`src/rtl/filt_cfir_comp_pkg.sv`:
```
// Shared definitions for the serial-MAC CIC compensation FIR: state codes,
// accumulator sizing and coefficient extraction from the packed parameter.
package filt_cfir_comp_pkg;

  localparam logic [1:0] ST_IDLE  = 2'd0;
  localparam logic [1:0] ST_MAC   = 2'd1;
  localparam logic [1:0] ST_FLUSH = 2'd2;
  localparam logic [1:0] ST_OUT   = 2'd3;

  // Upper bound on the packed coefficient vector handled by coeff_at.
  localparam int COEF_VEC_MAX = 1024;

  // Growth of log2(taps) bits keeps the sum of all products free of overflow.
  function automatic int acc_width(input int prod_w, input int nr_taps);
    return prod_w + $clog2(nr_taps);
  endfunction

  // Tap k lives at bits [(k+1)*w-1 -: w]; result is sign-extended to 32 bits.
  function automatic logic signed [31:0] coeff_at(input logic [COEF_VEC_MAX-1:0] vec,
                                                  input int k, input int w);
    logic signed [31:0] r;
    int idx;
    r = '0;
    for (int b = 0; b < 32; b++) begin
      idx = k * w + ((b < w) ? b : (w - 1));
      if (idx < COEF_VEC_MAX) r[b] = vec[idx[9:0]];
    end
    return r;
  endfunction

endpackage

```
`src/rtl/filt_cfir_comp_round_sat.sv`:
```
// Combinational requantiser: round-half-up by a right shift, then clamp to the
// signed output range without wrap-around.
module filt_cfir_comp_round_sat #(
  parameter int gp_in_width  = 27,
  parameter int gp_shift     = 14,
  parameter int gp_out_width = 10
) (
  input  logic signed [gp_in_width-1:0]  i_data,
  output logic signed [gp_out_width-1:0] o_data
);

  // One guard bit so the rounding offset can never overflow the input range.
  localparam int EXT_W = gp_in_width + 1;

  localparam logic signed [EXT_W-1:0] RND_OFS =
    (gp_shift > 0) ? (EXT_W'(1) << ((gp_shift > 0) ? (gp_shift - 1) : 0)) : '0;
  localparam logic signed [EXT_W-1:0] MAX_V =
    {{(EXT_W - gp_out_width + 1){1'b0}}, {(gp_out_width - 1){1'b1}}};
  localparam logic signed [EXT_W-1:0] MIN_V = ~MAX_V;

  function automatic logic signed [gp_out_width-1:0] rnd_sat(
      input logic signed [gp_in_width-1:0] v);
    logic signed [EXT_W-1:0] t;
    t = EXT_W'(v) + RND_OFS;
    t = t >>> gp_shift;
    if (t > MAX_V) return MAX_V[gp_out_width-1:0];
    if (t < MIN_V) return MIN_V[gp_out_width-1:0];
    return t[gp_out_width-1:0];
  endfunction

  assign o_data = rnd_sat(i_data);

endmodule

```
`src/rtl/filt_cfir_comp.sv`:
```
// CIC compensation FIR with one time-shared multiplier; a new sample starts an
// N-tap MAC sweep whose rounded, saturated result is flagged by a valid pulse.
module filt_cfir_comp
  import filt_cfir_comp_pkg::*;
#(
  parameter int gp_inp_width   = 8,
  parameter int gp_oup_width   = gp_inp_width + 2,
  parameter int gp_coeff_width = 16,
  parameter int gp_coeff_frac  = 14,
  parameter int gp_nr_taps     = 5,
  parameter logic [gp_nr_taps*gp_coeff_width-1:0] gp_coeffs =
    {-16'sd1024, 16'sd2048, 16'sd14336, 16'sd2048, -16'sd1024}
) (
  input  logic                           i_clk,
  input  logic                           i_rst,
  input  logic                           i_ena,
  input  logic signed [gp_inp_width-1:0] i_data,
  output logic signed [gp_oup_width-1:0] o_data,
  output logic                           o_valid,
  output logic                           o_busy,
  output logic                           o_overrun
);

  localparam int P_W   = gp_inp_width + gp_coeff_width;
  localparam int A_W   = acc_width(P_W, gp_nr_taps);
  localparam int CNT_W = $clog2(gp_nr_taps);
  localparam logic [CNT_W-1:0] LAST_TAP = CNT_W'(gp_nr_taps - 1);

  logic [1:0]                     state;
  logic [CNT_W-1:0]               tap_cnt;
  logic signed [gp_inp_width-1:0] x_dl [gp_nr_taps];
  logic signed [gp_coeff_width-1:0] coef [gp_nr_taps];
  logic signed [P_W-1:0]          mult_p0;
  logic signed [P_W-1:0]          prod_p0;
  logic signed [A_W-1:0]          acc_p1;
  logic signed [gp_oup_width-1:0] rs_out;

  for (genvar g = 0; g < gp_nr_taps; g++) begin : g_coef
    assign coef[g] = gp_coeff_width'(coeff_at(COEF_VEC_MAX'(gp_coeffs), g, gp_coeff_width));
  end

  // Stage p0: tap select and product
  assign mult_p0 = P_W'(x_dl[tap_cnt]) * P_W'(coef[tap_cnt]);

  assign o_busy = (state != ST_IDLE);

  // Stage p1: accumulate lags the multiplier by one edge, hence the FLUSH step
  always_ff @(posedge i_clk) begin
    if (i_rst) begin
      state     <= ST_IDLE;
      tap_cnt   <= '0;
      prod_p0   <= '0;
      acc_p1    <= '0;
      o_data    <= '0;
      o_valid   <= 1'b0;
      o_overrun <= 1'b0;
      for (int i = 0; i < gp_nr_taps; i++) x_dl[i] <= '0;
    end else begin
      o_valid <= 1'b0;
      if (i_ena && (state != ST_IDLE)) o_overrun <= 1'b1;
      case (state)
        ST_IDLE: begin
          if (i_ena) begin
            x_dl[0] <= i_data;
            for (int i = gp_nr_taps - 1; i > 0; i--) x_dl[i] <= x_dl[i-1];
            acc_p1  <= '0;
            tap_cnt <= '0;
            state   <= ST_MAC;
          end
        end
        ST_MAC: begin
          prod_p0 <= mult_p0;
          if (tap_cnt != '0) acc_p1 <= acc_p1 + A_W'(prod_p0);
          if (tap_cnt == LAST_TAP) state <= ST_FLUSH;
          else tap_cnt <= tap_cnt + CNT_W'(1);
        end
        ST_FLUSH: begin
          acc_p1 <= acc_p1 + A_W'(prod_p0);
          state  <= ST_OUT;
        end
        ST_OUT: begin
          o_data  <= rs_out;
          o_valid <= 1'b1;
          state   <= ST_IDLE;
        end
        default: state <= ST_IDLE;
      endcase
    end
  end

  // Requantise the full-precision sum to the output width
  filt_cfir_comp_round_sat #(
    .gp_in_width (A_W),
    .gp_shift    (gp_coeff_frac),
    .gp_out_width(gp_oup_width)
  ) u_round_sat (
    .i_data(acc_p1),
    .o_data(rs_out)
  );

endmodule

```
`config.mk`:
```
export PLATFORM = sky130hd
export DESIGN_NAME = filt_cfir_comp
export DESIGN_NICKNAME = d
export VERILOG_FILES = /design/src/rtl/filt_cfir_comp_pkg.sv /design/src/rtl/filt_cfir_comp_round_sat.sv /design/src/rtl/filt_cfir_comp.sv
export SDC_FILE = /design/constraint.sdc
export NUM_CORES = 1
export LEC_CHECK = 0
export ABC_AREA = 1
export CAP_MARGIN = 20
export CORE_MARGIN = 5
export CORE_UTILIZATION = 35
export DETAILED_ROUTE_END_ITERATION = 10
export PLACE_DENSITY_LB_ADDON = 0.1
export SLEW_MARGIN = 40
export SYNTH_ARGS = -nofsm -noshare
export SYNTH_HDL_FRONTEND = slang
export SYNTH_HIERARCHICAL = 1
export SYNTH_SLANG_ARGS = --single-unit
```
`constraint.sdc`:
```
create_clock -name i_clk -period 8.2 [get_ports i_clk]
set_input_delay 1.23 -clock i_clk [delete_from_list [all_inputs] [get_ports i_clk]]
set_output_delay 1.23 -clock i_clk [all_outputs]
set_load 0.02 [all_outputs]
```
=== Word-level counts from Yosys, hierarchy flattened ===
Memories as Yosys holds them, arrays and structs flattened. A register that Yosys moved wholly into a read port is not among the register bits.
Cells that the tools add are included.
W data, S select, Z words.

* ROM bits: 128
* RAM bits: 40
* Bits in registers: 68
* Memories kept: 2
* Input port bits: 11

* Add/subtract/negate cells: 3
* Reduce and logical (&&, ||, !) cells: 9
* Multiplexer cells: 32
* Multipliers: 1
* Equal/unequal tests: 8
* Order comparisons: 3
* Bitwise logic cells: 6

{| class="wikitable"
|+ Memory list
! memory !! depth !! bits a word !! rd ports !! clocked after Yosys merged registers in !! write ports !! line !! text
|-
| (name not given) || 8 || 16 || 1 || 0 || 0 || filt_cfir_comp.sv:43 || <nowiki>assign mult_p0 = P_W'(x_dl[tap_cnt]) * P_W'(coef[tap_cnt]);</nowiki>
|-
| x_dl || 5 || 8 || 5 || 1 || 5 || filt_cfir_comp.sv:31 || <nowiki>logic signed [gp_inp_width-1:0] x_dl [gp_nr_taps];</nowiki>
|}

{| class="wikitable"
|+ Operator list
! operator !! number
|-
| $pmux W27 S3 || 1
|-
| $mux W27 || 2
|-
| $mux W10 || 4
|-
| $mux W8 || 5
|-
| $mux W16 || 2
|-
| $add A27 B15 Y28 const B || 1
|-
| $add A27 B24 Y27 || 1
|-
| $mul A8 B16 Y24 || 1
|-
| $gt A14 B10 Y1 const B || 1
|-
| $lt A14 B10 Y1 const B || 1
|-
| $mux W3 || 4
|-
| $mux W1 || 10
|-
| $ne A2 B2 Y1 const B || 4
|-
| $pmux W2 S4 || 1
|-
| $pmux W3 S2 || 1
|-
| $reduce_and A3 Y1 || 2
|-
| $reduce_bool A3 Y1 || 2
|-
| $or A1 B1 Y1 || 5
|-
| $eq A2 B2 Y1 const B || 2
|-
| $ge A4 B4 Y1 const B || 1
|-
| $mux W2 || 2
|-
| $not A3 Y4 || 1
|-
| $reduce_bool A2 Y1 || 2
|-
| $add A3 B1 Y3 const B || 1
|-
| 5 further kinds || 5
|}

=== Logic depth before layout (Yosys ltp) ===
Gate-level depths: netlist of run 1.

* Depth after elaboration: 6
* Gate-level depth with buffers: 30
* Mapped depth without buffers: 28

=== By module ===
Netlist of run 1, hierarchy kept.

{| class="wikitable"
|+ Modules (own cells, without submodules)
! module !! sequential area each (um^2) !! area each (um^2) !! instances !! cells each
|-
| filt_cfir_comp || 2222.1 || 6852.8 || 1 || 869
|-
| filt_cfir_comp_round_sat || 0.0 || 451.7 || 1 || 84
|}

=== Worst setup path before layout of run 1 ===
OpenSTA, ideal clock, no wires.

* Path type: register to register
* From: register (tool-made name)
* To: register prod_p0[19]
* Arrival time: 4.648 ns
* Required time: 8.085 ns
* Setup time: 0.115 ns
* Clock period less this slack: 4.763 ns
* Stages on the path, launching flop included: 24
* Buffers on the path: 2
* Slack: 3.437 ns
* Cell sequence: dfxtp_1 buf_6 inv_4 buf_4 o21ai_0 nand3_1 o21ai_0 nor2_1 fa_1 inv_1 fa_1 inv_1 fa_1 inv_1 fa_1 inv_1 ha_1 nand2_1 nor2_1 inv_1 o211ai_1 o21ai_0 o21ai_0 inv_1

{| class="wikitable"
|+ RTL lines
! what !! line !! text
|-
| end signal: assignment || filt_cfir_comp.sv:72 || <nowiki>prod_p0 <= mult_p0;</nowiki>
|-
| end: declaration || filt_cfir_comp.sv:34 || <nowiki>logic signed [P_W-1:0] prod_p0;</nowiki>
|}

==> results of run 1 <==
worst reg2reg max path, cell delays in order (launching register included):
cell	delay, ps
dfxtp_1	650
inv_4	170
o21ai_0	200
nand3_1	90
o21ai_0	190
nor2_1	170
fa_1	680
inv_1	150
fa_1	550
inv_1	50
fa_1	520
inv_1	50
fa_1	520
inv_1	40
ha_1	340
nand2_1	100
nor2_1	150
inv_1	80
o211ai_1	220
o21ai_0	90
o21ai_0	150
inv_1	50
flip-flops by register name, summed over array words and instances (netlist names), named ones only:
name,flops
acc_p1,17
o_data,10
o_overrun,1
o_valid,1
prod_p0,14
state,2
tap_cnt,3
x_dl,40
cells in the final DEF, fill, tap and decap left out, drive strengths merged, types with 6 or more instances in the layout:
cell,instances
nor2,148
nand4,6
o21ai,70
ha,58
nand3,45
edfxtp,40
nand3b,6
inv,195
nand2,161
xnor2,9
clkbuf,10
nor3,6
a21oi,66
dfxtp,51
clkdlybuf4s50,23
fa,42
xor2,14
metal layers:
layer / share of wire (%) / track usage [%]
met4: 0.99 / 3.03
met1: 55 / 21.9
met3: 3.1 / 1.98
met2: 41 / 20.8
met5: 0 / 0
final cells by class:
cell class	instances	area (um^2)
fillers	2106	12300
multi-input cells	649	4250
flip-flops and latches	91	2220
inverters	191	728
well taps	270	338
repair buffers	26	253
clock buffers	10	229
clock inverters	6	46.3
final timing paths:
kind	to	start	cells past startpoint	slack, ps
worst max-delay path	prod_p0[19]	register	21	2860
worst min register to register	acc_p1[10]	acc_p1[10]	2	470
worst max register to register	prod_p0[19]	register	21	2860
worst min-delay path	acc_p1[10]	acc_p1[10]	2	470
metrics by stage:
step           worst slack (ps)  std cells  utilization, %  hold slack (ps)  area [um^2]
5_1_grt                    2310       1243            39.6              509         8060
3_3_place_gp               2910       1227            38.2              461         7780
2_1_floorplan              3440        952               -              447         7300
3_5_place_dp               2820       1227            38.2              463         7790
4_1_cts                    2820       1243            39.6              476         8060
6_report                   2860       1243            39.6              474         8060
==> results.cfg, run 1 <==
[sta]
min_period_over_period_pct = 65.1
period_minus_slack_ps = 5340
fmax_mhz = 187
hold_violations = 0
slew_viol_final = 0
tightest_slew_ps = 674
setup_violations = 0
rsz0062_at_grt = false
skew_ps = 17.4
finalSetupTns_ps = 0
slew_headroom_pct = 54.9

[global_route]
grt_pass1_vias = 5534
overflow = 0
grt_usage_pct = 14.1
antenna_found_initial = 0
grt_max_degree = 41
grt_first_pass_wirelength_mm = 27.8

[clocking]
cts_tree = done
cts.sinks = 91
cts_max_level = 3
path_clk_slew_ps = 70
cts_hold_buffers = 0
clk_path_buf_depth = 2
cts_buffers = 9
clock-root-buffer = clkbuf_16
insertion_delay_ps = 360
cts_setup_buffers = 0
ctsResizeCount = 0

[routing]
via_count = 5706
wirelength_mm = 16.2
drc = 0
first_pass_iters = 4
wire_per_inst_um = 13.0
avgViaCountPerCell = 4.59
ant_nets = 0
drt_first_iter_violations = 305

[logic_synthesis]
syn_inst = 952
syn_avg_cell_area_um2 = 7.67
ys_warn_count = 6
synth_area_um2 = 7300
syn_nets = 1063

[floorplanning]
die_area_um2 = 23800
core-area_um2 = 20400
io_pins = 24
rows = 52
die_h_um = 154
die_w_um = 154
start_util_pct = 35.9

[run_status]
status = finished clean

[setup_path]
endpoint_kind = register
path_class = reg -> reg
path_cells = inv_4, o21ai_0, nand3_1, o21ai_0, nor2_1, fa_1, inv_1, fa_1, inv_1, fa_1, inv_1, fa_1, inv_1, ha_1, nand2_1, nor2_1, inv_1, o211ai_1, o21ai_0, o21ai_0, inv_1
critPathMaxStageDelay_ps = 680
path_buf_inv = 7
crit_path_top_delay_cell = fa_1
arrival_ps = 5570
cpMostUsedCell = inv_1
path_delay_family = adder cells
critPathLaunchType = register
cp_max_fo = 17
critical_path_required_ps = 8440

[job]
cap_violations = 0

[cells_and_area]
drive_above_1_share_pct = 6.37
finalNetCount = 1079
area_delta_synth_final_pct = 10.5
antenna-diode-count = 0

[placement]
place_hpwl_mm = 12.7
place_congestion = 0.801
portBuffers = 23

[hold_path]
hold_path_class = reg -> reg
Power of run 1 is not shown: default switching activity piles up to over one toggle a cycle in this logic, so the estimate is an artifact.
==> run 2: changes to the inputs <==
==> constraint.sdc (replaced) <==
create_clock -name i_clk -period 5.11 [get_ports i_clk]
set_input_delay 0.7665 -clock i_clk [delete_from_list [all_inputs] [get_ports i_clk]]
set_output_delay 0.7665 -clock i_clk [all_outputs]
set_load 0.02 [all_outputs]
==> run 2 against run 1 <==
  * First-iteration DRC count up 0.66%
  * Sequential cell count unchanged
  * Critical path type unchanged
  * Critical path depth unchanged
  * Via count about the same
  * Highest routed layer unchanged
  * Wire length up 1.4%
==> results.cfg, run 2 (synthesis results as in run 1) <==
[clocking]
cts_buffers = 9
cts_max_level = 3
clk_path_buf_depth = 2
clock-root-buffer = clkbuf_16
cts.sinks = 91
insertion_delay_ps = 360
cts_hold_buffers = 0
path_clk_slew_ps = 70
cts_tree = done

[global_route]
grt_pass1_vias = 5683
grt_max_degree = 41
overflow = 0
grt_usage_pct = 14.3
grt_first_pass_wirelength_mm = 28.0
antenna_found_initial = 0

[setup_path]
endpoint_kind = register
critPathLaunchType = register
arrival_ps = 4980
path_class = reg -> reg
cp_max_fo = 7
critical_path_required_ps = 5360

[sta]
min_period_over_period_pct = 92.6
fmax_mhz = 211
setup_violations = 0
period_minus_slack_ps = 4730
tightest_slew_ps = 600
slew_viol_final = 0
finalWorstSetupSlack_ps = 379
skew_ps = 10.5
finalSetupTns_ps = 0
hold_violations = 0
slew_headroom_pct = 60.0

[routing]
wire_per_inst_um = 13.1
first_pass_iters = 5
via_count = 5711
wirelength_mm = 16.5
drc = 0
ant_nets = 0
drt_first_iter_violations = 307
avgViaCountPerCell = 4.55

[floorplanning]
io_pins = 24
die_area_um2 = 23800
core-area_um2 = 20400
die_h_um = 154
rows = 52
die_w_um = 154
start_util_pct = 35.9

[cells_and_area]
area_delta_synth_final_pct = 12.5
layout_common_cells = inv_1, nand2_1, nor2_1, a21oi_1, ha_1
largest_reg_flops = 40
antenna-diode-count = 0
mostFrequentLayoutCell = inv_1
finalNetCount = 1091
regMostFlops = x_dl
reg_top3 = x_dl x40, acc_p1 x17, prod_p0 x14
drive_above_1_share_pct = 9.24

[run_status]
status = finished clean

[placement]
place_hpwl_mm = 13.0
place_congestion = 0.835
dpl_worst_slack_ps = 172
portBuffers = 23

[job]
cap_violations = 0

[hold_path]
hold_path_class = reg -> reg
[run 2: cell type report]
class | count | area, um^2
fill | 2115 | 12100
multi-input combinational | 649 | 4290
sequential | 91 | 2230
inverter | 191 | 731
timing repair buffer | 38 | 343
tap | 270 | 338
clock buffer | 10 | 229
clock inverter | 6 | 57.6
[run 2: metrics by stage]
stage	hold WS, ps	utilization [%]	cell area [um^2]	std cells
2_1_floorplan	447	-	7300	952
3_3_place_gp	459	38.6	7870	1238
3_5_place_dp	469	38.7	7870	1238
4_1_cts	479	40.1	8160	1254
5_1_grt	514	40.3	8220	1255
6_report	475	40.3	8220	1255
[run 2: worst max-delay path: stages (launching register included)]
cell and delay [ps]:
dfxtp_1 330, inv_1 80, ha_1 220, nor2_2 180, buf_4 200, nor2_2 70, fa_1 580, inv_2 80
fa_1 530, inv_1 50, fa_1 530, inv_1 50, fa_1 530, inv_1 40, ha_1 330, inv_1 90
o21bai_1 90, a21oi_1 190, nand3_1 110, xor2_1 140, o21ai_0 140, inv_1 50
[run 2: timing repair]
action                                  4_1_cts  5_1_grt
endpoints found under the setup margin        0        8
buffers inserted                              0        1
gates resized for setup                       0       24
endpoints found under the hold margin         0        0
[run 2: worst paths after layout]
check | from | endpoint | slack, ps | depth (start not counted)
hold reg to reg | acc_p1[10] | acc_p1[10] | 480 | 2
hold / removal | acc_p1[10] | acc_p1[10] | 480 | 2
setup reg to reg | tap_cnt[0] | prod_p0[21] | 380 | 21
setup / recovery | tap_cnt[0] | prod_p0[21] | 380 | 21
[run 2: layer usage]
layer  GRT usage (%)  up-vias  part of all wire (%)
li1                -     3055                     -
met1            21.2     2563                    53
met2            21.6       73                    42
met3            2.65       20                   3.3
met4            3.62        0                   1.4
met5               0        -                     0
Power of run 2 is left out for the same reason.
==> run 3: changes to the inputs <==
--- a/config.mk
+++ b/config.mk
@@ -10,6 +10,7 @@
 export CORE_MARGIN = 5
 export CORE_UTILIZATION = 35
 export DETAILED_ROUTE_END_ITERATION = 10
+export DONT_BUFFER_PORTS = 1
 export PLACE_DENSITY_LB_ADDON = 0.1
 export SLEW_MARGIN = 40
 export SYNTH_ARGS = -nofsm -noshare
==> run 3 against run 2 <==
  * Cell count is 0.72% lower
  * Die area stayed put
  * First-iteration DRC count is 8.1% higher
  * Non-clock buffer count is 9 lower
  * Critical path depth is 1 lower
==> results.cfg, run 3 (synthesis results as in run 1) <==
[sta]
rsz0062_at_grt = false
min_period_over_period_pct = 92.1
skew_ps = 12.1
period_minus_slack_ps = 4710
slew_headroom_pct = 61.6
finalSetupTns_ps = 0
setup_violations = 0
slew_viol_final = 0
tightest_slew_ps = 576
hold_violations = 0
fmax_mhz = 212

[placement]
portBuffers = 0
place_congestion = 0.865
place_hpwl_mm = 12.9

[cells_and_area]
largest_reg_flops = 40
drive_above_1_share_pct = 10.8
layout_common_cells = inv_1, nand2_1, nor2_1, a21oi_1, ha_1
antenna-diode-count = 0
mostFrequentLayoutCell = inv_1
area_delta_synth_final_pct = 11.5
finalNetCount = 1082
regMostFlops = x_dl
reg_top3 = x_dl x40, acc_p1 x17, prod_p0 x14

[job]
cap_violations = 0

[routing]
first_pass_iters = 5
wire_per_inst_um = 13.2
avgViaCountPerCell = 4.57
ant_nets = 0
via_count = 5690
wirelength_mm = 16.4
drt_first_iter_violations = 332
drc = 0

[floorplanning]
die_area_um2 = 23800
io_pins = 24
die_h_um = 154
core-area_um2 = 20400
start_util_pct = 35.9
rows = 52
die_w_um = 154

[setup_path]
arrival_ps = 4950
path_cells = buf_4, o21ai_0, nand3_1, o21ai_1, nor2_1, buf_4, fa_1, inv_1, fa_1, fa_1, fa_1, inv_1, ha_1, nand2_1, inv_1, a21oi_1, nand3_1, xor2_1, o21ai_0, inv_1
cp_max_fo = 7
critPathLaunchType = register
endpoint_kind = register
crit_path_top_delay_cell = fa_1
critPathMaxStageDelay_ps = 520
critical_path_required_ps = 5350
path_class = reg -> reg
path_buf_inv = 6
path_delay_family = adder cells

[global_route]
grt_first_pass_wirelength_mm = 28.2
grt_pass1_vias = 5601
antenna_found_initial = 0
grt_max_degree = 41
overflow = 0
grt_usage_pct = 14.2

[clocking]
cts_hold_buffers = 0
cts_buffers = 9
cts_max_level = 3
cts.sinks = 91
clk_path_buf_depth = 2
clock-root-buffer = clkbuf_16
path_clk_slew_ps = 80
insertion_delay_ps = 350
cts_tree = done

[run_status]
status = finished clean

[hold_path]
hold_path_class = reg -> reg
run 3: cell count changes in the layout (fill, tap and decap cells not counted), sizes merged:
cell | before | now
clkinv | 3 | 2
inv | 194 | 195
clkdlybuf4s50 | 23 | 0
clkbuf | 10 | 11
buf | 15 | 28
run 3: final timing paths:
| path | from | to | slack (ps) | depth (start not counted) |
|---|---|---|---|---|
| hold / removal | acc_p1[10] | acc_p1[10] | 470 | 2 |
| setup / recovery | register | prod_p0[21] | 400 | 20 |
| hold reg to reg | acc_p1[10] | acc_p1[10] | 470 | 2 |
| setup reg to reg | register | prod_p0[21] | 400 | 20 |
run 3: area by class of cell:
type / instances / area [um^2]
Clock buffer: 10 / 250
Timing Repair Buffer: 29 / 215
Inverter: 191 / 728
Sequential cell: 91 / 2230
Fill cell: 2147 / 12200
Tap cell: 270 / 338
Clock inverter: 6 / 62.6
Multi-Input combinational cell: 649 / 4320
run 3: repair_timing:
action	CTS	global route
resized for setup	0	23
buffers inserted	0	1
endpoints found under the setup margin	0	8
run 3: per-layer routing:
| metal | track usage, % | up-vias | wire [um] |
|---|---|---|---|
| met4 | 3.03 | 0 | 116 |
| met1 | 21.6 | 2580 | 8880 |
| met3 | 1.93 | 10 | 374 |
| met5 | 0 | - | 0 |
| met2 | 21.5 | 64 | 7050 |
| li1 | - | 3036 | - |
run 3: worst min-delay path: stages, from the launching register on:
cell     delay (ps)
dfxtp_1         320
nand2_1          60
a21oi_1          60
run 3: through the flow:
stage                     cells  area [um^2]  hold WS [ps]  util [%]  worst slack, ps
final                      1246         8140           471      40.0              403
after global routing       1246         8140           460      40.0            0.616
after CTS                  1245         8060           461      39.6             5.24
after detailed placement   1229         7750           463      38.0             19.4
after global placement     1229         7740           456      38.0             19.9
after floorplan             952         7300           447         -              347
Power of run 3 is left out for the same reason.
